<file path="config.mk">
export PLATFORM = sky130hd
export DESIGN_NAME = io_bus_ctrl
export DESIGN_NICKNAME = d
export VERILOG_FILES = /design/src/rtl/io_bus_ctrl.sv
export SDC_FILE = /design/constraint.sdc
export NUM_CORES = 1
export LEC_CHECK = 0
export ABC_AREA = 1
export CAP_MARGIN = 20
export CORE_MARGIN = 2
export CORE_UTILIZATION = 55
export CTS_CLUSTER_DIAMETER = 120
export DETAILED_ROUTE_END_ITERATION = 16
export GPL_ROUTABILITY_DRIVEN = 0
export PLACE_DENSITY = 0.91
export SYNTH_ARGS = -nofsm -noshare
export SYNTH_HDL_FRONTEND = slang
export SYNTH_SLANG_ARGS = --single-unit
</file>
<file path="constraint.sdc">
create_clock -name FCLK -period 2.3 [get_ports FCLK]
set_clock_uncertainty 0.2 [all_clocks]
set_input_delay 0.575 -clock FCLK [delete_from_list [all_inputs] [get_ports FCLK]]
set_output_delay 0.575 -clock FCLK [all_outputs]
set_load 0.005 [all_outputs]
</file>
<file path="src/rtl/io_bus_ctrl.sv">
// io_bus_ctrl -- Mac-side IO bus engine.
//
// Takes a level request (IOREQ) from the fast-bus controller and runs one
// MC68000-style bus cycle on the slow Mac bus. Every bus transition is paced
// by C8M edges, which are seen through a 2-FF synchronizer in the FCLK domain.
// Terminations: DTACK, VPA/E (6800-synchronous, via nVMA) and BERR.
//
// Optional feature macro: IOBUS_TIMEOUT_EN
//   defined   -> a TO_W-bit counter aborts a cycle with a bus error after
//                TO_CYC C8M rising edges spent waiting for a responder.
//   undefined -> no counter; the engine waits for a responder indefinitely.
//
// Ports
//   FCLK      in   fast clock, all flops on its rising edge
//   nRES      in   asynchronous active-low reset
//   C8M, E    in   Mac clocks (async, synchronized here)
//   IOREQ     in   request level from the fast bus (used only in IDLE)
//   nWE, nLDS, nUDS  in  CPU cycle attributes, captured at accept
//   IOnDTACK, IOnVPA, IOnBERR  in  Mac responder inputs (async, synchronized)
//   IOACTV    out  cycle in progress
//   nBERRMac  out  bus error result of the last cycle (low = error)
//   IOnAS, IOnLDS, IOnUDS, IORnW  out  Mac bus strobes / direction
//   nAOE      out  address / write-data buffer output enable
//   DLE       out  read data latch enable, one FCLK pulse
//   nVMA      out  valid memory address for VPA cycles

module io_bus_ctrl #(
  parameter int TO_CYC = 255,
  parameter int TO_W   = 8
) (
  input  logic FCLK,
  input  logic nRES,
  input  logic C8M,
  input  logic E,
  input  logic IOREQ,
  input  logic nWE,
  input  logic nLDS,
  input  logic nUDS,
  input  logic IOnDTACK,
  input  logic IOnVPA,
  input  logic IOnBERR,
  output logic IOACTV,
  output logic nBERRMac,
  output logic IOnAS,
  output logic IOnLDS,
  output logic IOnUDS,
  output logic IORnW,
  output logic nAOE,
  output logic DLE,
  output logic nVMA
);

  typedef enum logic [3:0] {
    ST_IDLE, ST_W0, ST_S1, ST_S2, ST_S4, ST_VW, ST_VE, ST_S6, ST_S7
  } state_t;

  localparam logic [TO_W-1:0] TO_LIMIT = TO_W'(TO_CYC);

  // Synchronizer bit order: {C8M, E, IOnDTACK, IOnVPA, IOnBERR}.
  // Reset values match the idle level of each line so that leaving reset
  // never fakes a responder.
  localparam logic [4:0] SYNC_RST = 5'b00111;

  logic [4:0] async_in;
  logic [4:0] sync1_q, sync2_q;
  logic       c8m_prev_q, e_prev_q;

  assign async_in = {C8M, E, IOnDTACK, IOnVPA, IOnBERR};

  logic c8m_s, e_s, dtack, vpa, berr;
  assign c8m_s = sync2_q[4];
  assign e_s   = sync2_q[3];
  assign dtack = ~sync2_q[2];
  assign vpa   = ~sync2_q[1];
  assign berr  = ~sync2_q[0];

  // One-FCLK edge pulses on the synchronized clocks.
  logic c_rise, c_fall, e_rise, e_fall;
  assign c_rise = c8m_s & ~c8m_prev_q;
  assign c_fall = ~c8m_s & c8m_prev_q;
  assign e_rise = e_s & ~e_prev_q;
  assign e_fall = ~e_s & e_prev_q;

  state_t state_q, state_d;
  logic   we_n_q, we_n_d;       // captured nWE (1 = read)
  logic   lds_n_q, lds_n_d;     // captured strobes
  logic   uds_n_q, uds_n_d;
  logic   err_q, err_d;         // current cycle ended in a bus error
  logic   actv_q, actv_d;
  logic   berr_mac_q, berr_mac_d;
  logic   as_n_q, as_n_d;
  logic   lds_out_q, lds_out_d;
  logic   uds_out_q, uds_out_d;
  logic   rnw_q, rnw_d;
  logic   aoe_n_q, aoe_n_d;
  logic   dle_q, dle_d;
  logic   vma_n_q, vma_n_d;
`ifdef IOBUS_TIMEOUT_EN
  logic [TO_W-1:0] to_cnt_q, to_cnt_d;
`else
  logic unused_to_limit;
  assign unused_to_limit = ^TO_LIMIT;
`endif

  always_comb begin
    state_d    = state_q;
    we_n_d     = we_n_q;
    lds_n_d    = lds_n_q;
    uds_n_d    = uds_n_q;
    err_d      = err_q;
    actv_d     = actv_q;
    berr_mac_d = berr_mac_q;
    as_n_d     = as_n_q;
    lds_out_d  = lds_out_q;
    uds_out_d  = uds_out_q;
    rnw_d      = rnw_q;
    aoe_n_d    = aoe_n_q;
    dle_d      = 1'b0;
    vma_n_d    = vma_n_q;
`ifdef IOBUS_TIMEOUT_EN
    to_cnt_d   = to_cnt_q;
`endif

    case (state_q)
      ST_IDLE: begin
        if (IOREQ) begin
          we_n_d     = nWE;
          lds_n_d    = nLDS;
          uds_n_d    = nUDS;
          err_d      = 1'b0;
          actv_d     = 1'b1;
          aoe_n_d    = 1'b0;
          rnw_d      = nWE;
          berr_mac_d = 1'b1;
          state_d    = ST_W0;
        end
      end
      ST_W0: if (c_rise) state_d = ST_S1;
      ST_S1: begin
        if (c_fall) begin
          as_n_d = 1'b0;
          // Reads drive data strobes together with AS; writes wait a half
          // cycle so the write data is stable first.
          if (we_n_q) begin
            lds_out_d = lds_n_q;
            uds_out_d = uds_n_q;
          end
`ifdef IOBUS_TIMEOUT_EN
          to_cnt_d = '0;
`endif
          state_d = ST_S2;
        end
      end
      ST_S2: begin
        if (c_rise) begin
          if (!we_n_q) begin
            lds_out_d = lds_n_q;
            uds_out_d = uds_n_q;
          end
          state_d = ST_S4;
        end
      end
      ST_S4: begin
        if (c_fall) begin
          // BERR wins over DTACK: a simultaneous pair is a bus error.
          if (berr) begin
            err_d   = 1'b1;
            state_d = ST_S7;
          end else if (dtack) begin
            state_d = ST_S6;
          end else if (vpa) begin
            state_d = ST_VW;
          end
        end
      end
      ST_VW: begin
        if (e_rise) begin
          vma_n_d = 1'b0;
          state_d = ST_VE;
        end
      end
      ST_VE: begin
        if (e_fall) begin
          vma_n_d = 1'b1;
          state_d = ST_S6;
        end
      end
      ST_S6: begin
        if (c_rise) begin
          dle_d   = we_n_q & ~err_q;
          state_d = ST_S7;
        end
      end
      ST_S7: begin
        if (c_fall) begin
          as_n_d     = 1'b1;
          lds_out_d  = 1'b1;
          uds_out_d  = 1'b1;
          aoe_n_d    = 1'b1;
          rnw_d      = 1'b1;
          actv_d     = 1'b0;
          berr_mac_d = ~err_q;
          state_d    = ST_IDLE;
        end
      end
      default: state_d = ST_IDLE;
    endcase

`ifdef IOBUS_TIMEOUT_EN
    // Timeout overrides any termination seen on the same FCLK.
    if (state_q == ST_S4 || state_q == ST_VW || state_q == ST_VE) begin
      if (to_cnt_q == TO_LIMIT) begin
        err_d   = 1'b1;
        vma_n_d = 1'b1;
        state_d = ST_S7;
      end else if (c_rise) begin
        to_cnt_d = to_cnt_q + 1'b1;
      end
    end
`endif
  end

  always_ff @(posedge FCLK or negedge nRES) begin
    if (!nRES) begin
      sync1_q    <= SYNC_RST;
      sync2_q    <= SYNC_RST;
      c8m_prev_q <= 1'b0;
      e_prev_q   <= 1'b0;
      state_q    <= ST_IDLE;
      we_n_q     <= 1'b1;
      lds_n_q    <= 1'b1;
      uds_n_q    <= 1'b1;
      err_q      <= 1'b0;
      actv_q     <= 1'b0;
      berr_mac_q <= 1'b1;
      as_n_q     <= 1'b1;
      lds_out_q  <= 1'b1;
      uds_out_q  <= 1'b1;
      rnw_q      <= 1'b1;
      aoe_n_q    <= 1'b1;
      dle_q      <= 1'b0;
      vma_n_q    <= 1'b1;
`ifdef IOBUS_TIMEOUT_EN
      to_cnt_q   <= '0;
`endif
    end else begin
      sync1_q    <= async_in;
      sync2_q    <= sync1_q;
      c8m_prev_q <= c8m_s;
      e_prev_q   <= e_s;
      state_q    <= state_d;
      we_n_q     <= we_n_d;
      lds_n_q    <= lds_n_d;
      uds_n_q    <= uds_n_d;
      err_q      <= err_d;
      actv_q     <= actv_d;
      berr_mac_q <= berr_mac_d;
      as_n_q     <= as_n_d;
      lds_out_q  <= lds_out_d;
      uds_out_q  <= uds_out_d;
      rnw_q      <= rnw_d;
      aoe_n_q    <= aoe_n_d;
      dle_q      <= dle_d;
      vma_n_q    <= vma_n_d;
`ifdef IOBUS_TIMEOUT_EN
      to_cnt_q   <= to_cnt_d;
`endif
    end
  end

  assign IOACTV   = actv_q;
  assign nBERRMac = berr_mac_q;
  assign IOnAS    = as_n_q;
  assign IOnLDS   = lds_out_q;
  assign IOnUDS   = uds_out_q;
  assign IORnW    = rnw_q;
  assign nAOE     = aoe_n_q;
  assign DLE      = dle_q;
  assign nVMA     = vma_n_q;

endmodule
</file>
* After elaboration in Yosys (flattened, before gate mapping)
Index checks and enable logic that the tools add are counted.
** Word-level totals
- Bits in registers :: 29
- Input bits :: 11
- Output and inout port bits :: 9
- Logic and storage cells :: 104
** Cells by class
- Equal/unequal tests :: 21
- Mux-type cells :: 42
- Bitwise gates (word level) :: 10
- Reduce and logical (&&, ||, !) cells :: 13
** Operators by type and width (number)
- $mux W4 :: 12
- $pmux W4 S9 :: 1
- $ne A2 B2 Y1 const B :: 12
- $mux W1 :: 20
- $eq A4 B3 Y1 const B :: 4
- $pmux W1 S2 :: 7
- $reduce_and A10 Y1 :: 1
- $reduce_and A3 Y1 :: 3
- $eq A4 B2 Y1 const B :: 2
- $reduce_bool A2 Y1 :: 4
- $pmux W1 S3 :: 2
- $reduce_and A6 Y1 :: 1
- $and A1 B1 Y1 :: 5
- $not A1 Y1 :: 5
- $eq A4 B1 Y1 const B :: 1
- $eq A4 B4 Y1 const B :: 1
- $logic_not A4 Y1 :: 1
- $ne A4 B4 Y1 const B :: 1
- $reduce_and A4 Y1 :: 1
- $reduce_bool A3 Y1 :: 1
- $reduce_and A2 Y1 :: 1

* Depth between registers and ports, before layout
Gate-level depths: netlist of the first run.
- Word-level depth :: 5
- Gate-level depth with buffers :: 9

* Worst setup path after synthesis of the first run
Ideal clock, no wire load.
- Kind :: register to register
- Start point :: register state_q[0]
- End point :: register state_q[1]
- Setup time :: 0.118 ns
- Data arrival time :: 1.137 ns
- Data required time :: 1.982 ns
- Path slack :: 0.845 ns
- Cell stages (with the launch flop) :: 10
- Buffers on the path :: 1
- Period minus slack after synthesis :: 1.455 ns
- Cell sequence :: dfrtp_1 -> buf_4 -> nand2_1 -> inv_2 -> nand3_1 -> nand2_1 -> nor2_4 -> nand3_2 -> nand2_1 -> nand2_1
** On the way
- Cells in the longest elaborated chain, start to end :: 3
- Elaborated cells between the ends (all ways) :: 21
- Those cells by class :: eq/ne: 18; mux: 1; reduce/logical: 2
** RTL lines
- start: declaration :: RTL line 84 : state_t state_q, state_d;
- start signal: assignment :: RTL line 251 : state_q <= state_d;
- $eq A4 B3 Y1, or another cell as far along :: RTL line 124 : case (state_q)
- $ne A4 B4 Y1 (no line) / $ne A2 B2 Y1 (equally long branches)
- $reduce_and A10 Y1 (no line)
Several ways; a longest one is shown, not always the timed one.
A chain may end at the register's enable or synchronous reset.

* Worst setup path after layout of the first run
- Start point :: register berr_mac_q, in the netlist nBERRMac
- End point :: output nBERRMac
** RTL lines
- start: declaration :: RTL line 90 : logic berr_mac_q, berr_mac_d;
- start signal: assignment :: RTL line 257 : berr_mac_q <= berr_mac_d;
- end: declaration :: RTL line 43 : output logic nBERRMac,
No word-level cell between the ends.

==> results.py, run 1 <==
metrics = {
    "global_route": {
        "grt_first_pass_wirelength_um": 4230,
        "antenna_found_initial": 0,
        "grt_usage_pct": 22.1,
        "first_global_vias": 1044,
        "grt_max_degree": 30,
        "grt-ovfl-total": 0,
    },
    "clocking": {
        "post_cts_buffers": 0,
        "cts_hold_buf": 0,
        "cts_made_buffers": 5,
        "tritoncts": "done",
        "cts.sinks": 29,
        "clock_latency_ps": 330,
        "htreeDepth": 2,
        "cts.repair.resized": 0,
        "cts_buffer_depth": 2,
        "root_buffer": "clkbuf_4",
        "cts.clk_slew.worst_paths_ps": 90,
    },
    "setup_path": {
        "crit_path_top_delay_cell": "dfstp_2",
        "path_cells": "clkdlybuf4s50_1",
        "crit_family": "flip-flops",
        "crit_path_max_fanout": 2,
        "crit_path_end_kind": "primary output",
        "cp.arrival_ps": 1370,
        "crit_type": "reg -> out",
        "start_kind": "flip-flop",
        "cp_num_buf_inv": 1,
        "slowest_delay_ps": 540,
        "cp.required_ps": 1520,
    },
    "logic_synthesis": {
        "seq_area_frac_synth_pct": 55.8,
        "syn-num-nets": 161,
        "syn_inst": 150,
        "ys_ff_latch": 29,
        "yosysWarnings": 0,
        "syn_area_um2": 1340,
        "yosysUniqueCellTypes": 23,
        "synth.avg_cell_area_um2": 8.92,
    },
    "layout": {
        "area.sequential_um2": 746,
        "layout_common_cells": "nand2_1 (40), clkdlybuf4s50_1 (19), dfstp_2 (16), inv_1 (14), nand3_1 (14)",
        "fin_nets": 187,
        "diodes": 0,
        "multiInputGateArea_um2": 513,
        "syn_to_final_growth_pct": 23.2,
        "final_common_cell": "nand2_1",
        "reg.largest.list": "sync1_q: 5 flops, sync2_q: 5 flops, state_q: 4 flops",
        "final_layout_size_suffix_gt1_share_pct": 27.1,
        "fin_area_um2": 1650,
        "nFillCells": 170,
        "final_cell_count_no_fill": 205,
    },
    "floorplan": {
        "fp.dieH_um": 53.3,
        "die_w_um": 53.3,
        "core-area_um2": 2250,
        "fp.dieArea_um2": 2840,
        "start_util_pct": 59.3,
        "rows": 17,
        "ioPinCount": 20,
    },
    "place": {
        "hpwlAfterDp_um": 1950,
        "dp.cells": 197,
        "numPortBuffers": 19,
        "postPlaceCellArea_um2": 1560,
    },
    "timing": {
        "final.setup.tns_ps": 0,
        "period_share_pct": 93.5,
        "max_freq_ghz": 0.465,
        "hold_violations": 0,
        "worst_slew_pin_slew_ps": 345,
        "relSlewSlack_pct": 77.0,
        "slew_viol_final": 0,
        "setup_viol": 0,
        "whs_ps": 160,
        "fin_crit_ps": 2150,
        "rsz0062_at_grt": "false",
    },
    "power_and_ir_drop": {
        "p_leak_nw": 0.791,
        "ir_worst_vdd_uv": 691,
        "power.total_mw": 2.13,
        "power_density_nw_per_um2": 1290,
    },
    "hold_path": {
        "hold_path_class": "reg -> reg",
    },
    "detailed_routing": {
        "dr.pass1.iters": 4,
        "wl_um": 2610,
        "via_per_inst": 5.30,
        "drtAntennaViolNets": 0,
        "wl_met1_um": 1070,
        "vias": 1086,
        "highest_layer": "met4",
        "drt_iter0_drc": 35,
        "routedWlPerCell_um": 12.7,
        "drc": 0,
        "wl_met3_um": 160,
        "met2_length_um": 1270,
    },
    "run": {
        "maxCapViolCount": 0,
    },
    "status": {
        "status": "finished, final reports clean",
    },
}
==> cells by family (layout without fill, tap and decap cells) <==
| logic type | Yosys count | after routing | share of synthesized area (%) |
|---|---|---|---|
| AO/OA/AOI/OAI | 14 | 14 | 6.08 |
| flip-flops | 29 | 29 | 55.8 |
| buffers and inverters | 20 | 47 | 5.89 |
| AND/OR/NAND/NOR | 87 | 87 | 32.3 |
==> cell usage after synthesis, drive strengths merged <==
master  number  area, um2
nand2       44        175
nor2        20        125
inv         19       71.3
dfstp       16        420
nand3       15       80.1
dfrtp       13        325
o21ai        8       43.8
a21oi        4       23.8
nand4        4       25.0
or2          2       12.5
a31oi        1       6.26
buf          1       7.51
nand3b       1       7.51
nor4         1       6.26
o211ai       1       7.51
==> final timing paths <==
path                       startpoint    endpoint  slack, ps  depth (start not counted)
max reg2reg                state_q[0]  state_q[0]        660                          8
min in group asynchronous        nRES         DLE        410                          2
min                        sync1_q[1]  sync2_q[1]        160                          0
max in group asynchronous        nRES  sync1_q[0]       1180                          2
min reg2reg                sync1_q[1]  sync2_q[1]        160                          0
max                          nBERRMac    nBERRMac        150                          1
==> power by group <==
part | internal, mW | total [mW] | switching [mW]
clock network | 0.259 | 0.431 | 0.172
logic | 0.358 | 0.872 | 0.514
registers | 0.701 | 0.824 | 0.122
==> layout make-up <==
type	count	area share, %
Tap cell	28	2.13
Inverter	19	4.33
Clock buffer	7	3.34
Multi-Input combinational cell	101	31.1
Sequential cell	29	45.3
Timing Repair Buffer	20	12.0
Clock inverter	1	1.82
==> metrics by stage <==
step	util (%)	setup slack [ps]
after global placement	69.3	392
after global routing	73.1	113
after floorplan	-	845
after CTS	73.1	134
final	73.1	150
after detailed placement	69.3	385
==> layer usage <==
layer | track usage [%] | vias up
met2 | 33.3 | 41
li1 | - | 528
met4 | 14.1 | 0
met1 | 25.3 | 503
met5 | 0 | -
met3 | 9.60 | 14
Power figures use the tool's default switching activity.
==> run 2: changes to the inputs <==
SKIP_LAST_GASP = 1   (was unset)
==> results of run 2 <==
Final layout, timing and power as in run 1 (identical DEF).
